===== config.mk =====
export PLATFORM = sky130hd
export DESIGN_NAME = pirdsp_simd_mac
export DESIGN_NICKNAME = d
export VERILOG_FILES = /design/src/rtl/pirdsp_simd_mac.sv
export SDC_FILE = /design/constraint.sdc
export NUM_CORES = 1
export LEC_CHECK = 0
export CAP_MARGIN = 20
export CELL_PAD_IN_SITES_DETAIL_PLACEMENT = 1
export CELL_PAD_IN_SITES_GLOBAL_PLACEMENT = 1
export CORE_MARGIN = 10
export CORE_UTILIZATION = 30
export CTS_CLUSTER_DIAMETER = 200
export DETAILED_ROUTE_END_ITERATION = 16
export PLACE_DENSITY = 0.58
export SYNTH_ARGS = -nofsm -noshare
export SYNTH_HDL_FRONTEND = slang
export SYNTH_SLANG_ARGS = --single-unit

===== constraint.sdc =====
create_clock -name clk -period 5.54 [get_ports clk]
set_input_delay 1.108 -clock clk [delete_from_list [all_inputs] [get_ports clk]]
set_output_delay 1.108 -clock clk [all_outputs]
set_load 0.005 [all_outputs]

===== src/rtl/pirdsp_simd_mac.sv =====
// rtl/pirdsp_simd_mac.sv - pipelined SIMD lane multiplier with sum/packed/accumulate result modes
module pirdsp_simd_mac #(
  parameter int LANE_W = 9,
  parameter int LANES  = 2
) (
  input  logic                        clk,
  input  logic                        rst,
  input  logic                        in_valid,
  output logic                        in_ready,
  input  logic [LANES*LANE_W-1:0]     in_a,
  input  logic [LANES*LANE_W-1:0]     in_b,
  input  logic                        in_signed,
  input  logic [1:0]                  in_mode,
  input  logic                        in_last,
  output logic                        out_valid,
  input  logic                        out_ready,
  output logic [LANES*2*LANE_W-1:0]   out_y
);
  localparam int IN_W  = LANES * LANE_W;
  localparam int P_W   = 2 * LANE_W;
  localparam int OUT_W = LANES * P_W;

  localparam logic [1:0] MODE_PACKED = 2'd1;
  localparam logic [1:0] MODE_ACC    = 2'd2;

  logic adv;

  logic            s1_valid, s1_signed, s1_last;
  logic [1:0]      s1_mode;
  logic [IN_W-1:0] s1_a, s1_b;

  logic             s2_valid, s2_signed, s2_last;
  logic [1:0]       s2_mode;
  logic [OUT_W-1:0] s2_prod;

  logic             s3_valid, s3_last;
  logic [1:0]       s3_mode;
  logic [OUT_W-1:0] s3_prod, s3_sum;

  logic [OUT_W-1:0] prod, sum, acc, acc_next, p_ext;
  logic [P_W-1:0]   ext_a, ext_b;

  // One global advance: every stage moves together, so bubbles stay in place.
  assign adv      = out_ready | ~out_valid;
  assign in_ready = adv;

  always_ff @(posedge clk) begin
    if (rst) begin
      s1_valid  <= 1'b0;
      s1_signed <= 1'b0;
      s1_last   <= 1'b0;
      s1_mode   <= '0;
      s1_a      <= '0;
      s1_b      <= '0;
    end else if (adv) begin
      s1_valid  <= in_valid;
      s1_signed <= in_signed;
      s1_last   <= in_last;
      s1_mode   <= in_mode;
      s1_a      <= in_a;
      s1_b      <= in_b;
    end
  end

  // Extending both operands to 2*LANE_W makes one truncated multiply serve signed and unsigned.
  always_comb begin
    prod  = '0;
    ext_a = '0;
    ext_b = '0;
    for (int i = 0; i < LANES; i++) begin
      ext_a = {{LANE_W{s1_signed & s1_a[i*LANE_W+LANE_W-1]}}, s1_a[i*LANE_W +: LANE_W]};
      ext_b = {{LANE_W{s1_signed & s1_b[i*LANE_W+LANE_W-1]}}, s1_b[i*LANE_W +: LANE_W]};
      prod[i*P_W +: P_W] = ext_a * ext_b;
    end
  end

  always_ff @(posedge clk) begin
    if (rst) begin
      s2_valid  <= 1'b0;
      s2_signed <= 1'b0;
      s2_last   <= 1'b0;
      s2_mode   <= '0;
      s2_prod   <= '0;
    end else if (adv) begin
      s2_valid  <= s1_valid;
      s2_signed <= s1_signed;
      s2_last   <= s1_last;
      s2_mode   <= s1_mode;
      s2_prod   <= prod;
    end
  end

  always_comb begin
    sum   = '0;
    p_ext = '0;
    for (int i = 0; i < LANES; i++) begin
      p_ext          = {OUT_W{s2_signed & s2_prod[i*P_W+P_W-1]}};
      p_ext[P_W-1:0] = s2_prod[i*P_W +: P_W];
      sum            = sum + p_ext;
    end
  end

  always_ff @(posedge clk) begin
    if (rst) begin
      s3_valid <= 1'b0;
      s3_last  <= 1'b0;
      s3_mode  <= '0;
      s3_prod  <= '0;
      s3_sum   <= '0;
    end else if (adv) begin
      s3_valid <= s2_valid;
      s3_last  <= s2_last;
      s3_mode  <= s2_mode;
      s3_prod  <= s2_prod;
      s3_sum   <= sum;
    end
  end

  assign acc_next = acc + s3_sum;

  // Only the closing beat of an ACC burst produces a result; earlier beats just fold into acc.
  always_ff @(posedge clk) begin
    if (rst) begin
      out_valid <= 1'b0;
      out_y     <= '0;
      acc       <= '0;
    end else if (adv) begin
      out_valid <= s3_valid & ((s3_mode != MODE_ACC) | s3_last);
      if (s3_valid) begin
        if (s3_mode == MODE_ACC) begin
          if (s3_last) begin
            out_y <= acc_next;
            acc   <= '0;
          end else begin
            acc   <= acc_next;
          end
        end else if (s3_mode == MODE_PACKED) begin
          out_y <= s3_prod;
        end else begin
          out_y <= s3_sum;
        end
      end
    end
  end
endmodule


==> results.cfg <==
[layout]
diodes = 0
multiInputGateArea_mm2 = 0.01254
drive_gt1_frac = 0.05261
fillCellCount = 7120
area_delta_synth_final_pct = 13.65
fin_area_mm2 = 0.02072
regArea_mm2 = 0.004309
fin_nets = 2613

[place]
dpl.hpwl_um = 41620
place_congestion = 0.8826
placed_area_mm2 = 0.01981
portBuffers = 81
dp_slack_ps = 191.9

[cts]
postCtsSetupBuffers = 0
tritoncts = yes
cts.clk_slew.worst_paths_ps = 60
hold_buffers = 0
clock-sinks = 215
htreeDepth = 1
clk_path_buf_depth = 3
cts-root-buf = clkbuf_16
insertion_delay_ps = 590
cts_buffers = 28

[worst_setup_path]
path_buf_inv = 4
path_class = flop to flop
worstPathMaxFanout = 8
cp_slowest_cell = fa_1
crit_family = adder cells
crit_chain = buf_4 -> nand2_1 -> fa_1 -> inv_1 -> ha_1 -> ha_1 -> inv_1 -> fa_1 -> fa_1 -> inv_1 -> ha_1 -> a21o_1 -> a21oi_1 -> o21bai_1 -> a211oi_1 -> o31ai_1 -> o41a_1 -> nand3_1 -> a211oi_1 -> a311o_1
critical-path-max-stage-delay_ps = 520
worstPathRequired_ps = 6000
worstSetupEndpointType = flop
start_kind = flop
arrival_ps = 5760

[logic_synthesis]
synthTopCellsByArea = dfxtp_1 24%, fa_1 18%, ha_1 9.9%
synth-seq-area-share = 0.2361
syn_area_mm2 = 0.01823
synthTopCellsByCount = 418 x nand2_1, 243 x inv_1, 240 x a21oi_1, 215 x dfxtp_1, 166 x fa_1
yosysTopAreaCellShare = 0.2361
syn_avg_cell_area_um2 = 8.120
ys_ff_latch = 215
synth_cells = 2245
ys.flop_type = dfxtp_1
syn_nets = 2599
synth_edf_count = 0
async_flop_share = 0
synth_cell_types = 73
yosysTopAreaCell = dfxtp_1
yosysMostFrequentCell = nand2_1
yosys_warnings = 0

[timing]
worst_pin_slew_ps = 1113
setup_viol = 0
finalSetupTns_ps = 0
fin_worst_skew_ps = 20.72
finalCriticalPeriod_ps = 5295
timing.fmax_mhz = 188.9
rsz0062_at_grt = false
worst_slack_ps = 245.2
period_share = 0.9557
hold_viol_final = 0
relSlewSlack = 0.2550
drv_slew = 0

[route]
via_count = 15135
firstDrtPassIters = 4
routed_wl_um = 54450
postRouteAntennaNets = 0
wl_per_cell_um = 17.78
drtIter0Drc = 723
viasPerCell = 4.941
drc = 0

[job]
timing.max_cap.violations = 0

[pwr]
total_power_mw = 4.680
cellPowerDensity_mw_per_mm2 = 225.9
ir_drop_uv = 244.0
leakagePower_nw = 9.199

[floorplan]
fp-row-count = 90
die-width_um = 266.5
boundaryPins = 82
initial_core_util = 0.3026
core_area_mm2 = 0.06025
dieHeight_um = 266.5
dieArea_mm2 = 0.07102

[grt]
grt_overflow = 0
grt_pass1_vias = 16195
grt_usage = 0.1532
grt_pass1_wl_um = 89020
antenna_found_initial = 1
grt_max_degree = 137

[run_status]
status = finished, final reports clean

[worst_hold_path]
hp-class = flop to flop
## sequential cells by signal, summed over array words and instances (netlist names)
| signal | count |
|---|---|
| s2_signed | 1 |
| out_y | 36 |
| s1_a | 18 |
| s1_last | 1 |
| s2_mode | 2 |
| out_valid | 1 |
| acc | 36 |
| s1_mode | 2 |
| s3_mode | 2 |
| s2_prod | 36 |
| s3_prod | 36 |
| s3_last | 1 |
| s2_valid | 1 |
| s1_signed | 1 |
| s2_last | 1 |
| s3_valid | 1 |
| s1_valid | 1 |
| s3_sum | 20 |
| s1_b | 18 |
## cells by family after synthesis
| group | share of synthesized area |
|---|---|
| muxes | 0.01304 |
| buffers and inverters | 0.07653 |
| adders and majority gates | 0.2811 |
| DFF | 0.2361 |
| xor gates and xnor gates | 0.03652 |
| and+or+nand+nor | 0.1901 |
| AOI/OAI and AO/OA | 0.1665 |
## stage by stage
stage,std cells,hold slack [ps],util
2_1_floorplan,2245,428.4,-
3_3_place_gp,3011,439.5,0.3288
3_5_place_dp,3011,442.0,0.3288
4_1_cts,3063,451.7,0.3438
5_1_grt,3063,469.3,0.3439
6_report,3063,449.7,0.3439
## worst min-delay path: stages (launching register included)
cell and delay (ps):
dfxtp_1 310, nand2_1 50, a21oi_1 50
## report_power, final
part,switching [mW],internal [mW],total [mW],leakage (nW)
registers,0.149,1.66,1.81,1.76
logic,0.598,0.463,1.06,7.00
clock network,0.766,1.05,1.81,0.442
## final cells by class
type / instances / share of cell area
repair buffers: 112 / 0.05164
flip-flops and latches: 215 / 0.2080
clock inverters: 15 / 0.007851
inverters: 243 / 0.04415
well taps: 782 / 0.04723
clock buffers: 37 / 0.03593
multi-input cells: 1659 / 0.6052
## worst paths after layout
check	slack [ps]	cells past startpoint	end	from
hold / removal	450	2	s3_prod[7]	s3_prod[7]
hold reg to reg	450	2	s3_prod[7]	s3_prod[7]
setup reg to reg	250	20	s2_prod[35]	s1_b[11]
setup / recovery	250	20	s2_prod[35]	s1_b[11]
## layout by cell type, fill, tap and decap left out, types with 28 or more instances in the layout
master / count
nand2_1: 418
inv_1: 242
a21oi_1: 240
dfxtp_1: 211
fa_1: 166
ha_1: 144
nor2_1: 96
and2_1: 94
clkdlybuf4s50_1: 80
xnor2_1: 58
o21ai_0: 42
nand3_1: 37
o211ai_1: 32
buf_4: 29
clkbuf_16: 28
## routing by layer
metal | share of wire | global-route usage | vias up
met5 | 0.00013 | 0 | -
met4 | 0.026 | 0.04023 | 2
met3 | 0.025 | 0.01693 | 63
met2 | 0.47 | 0.2605 | 165
met1 | 0.48 | 0.2031 | 7461
li1 | - | - | 7444
## repair_timing
item / CTS / global route
setup endpoints to repair: 0 / 3
hold endpoints to repair: 0 / 0
resized for setup: 0 / 3
Note: power is estimated with default switching activity, not from simulation.
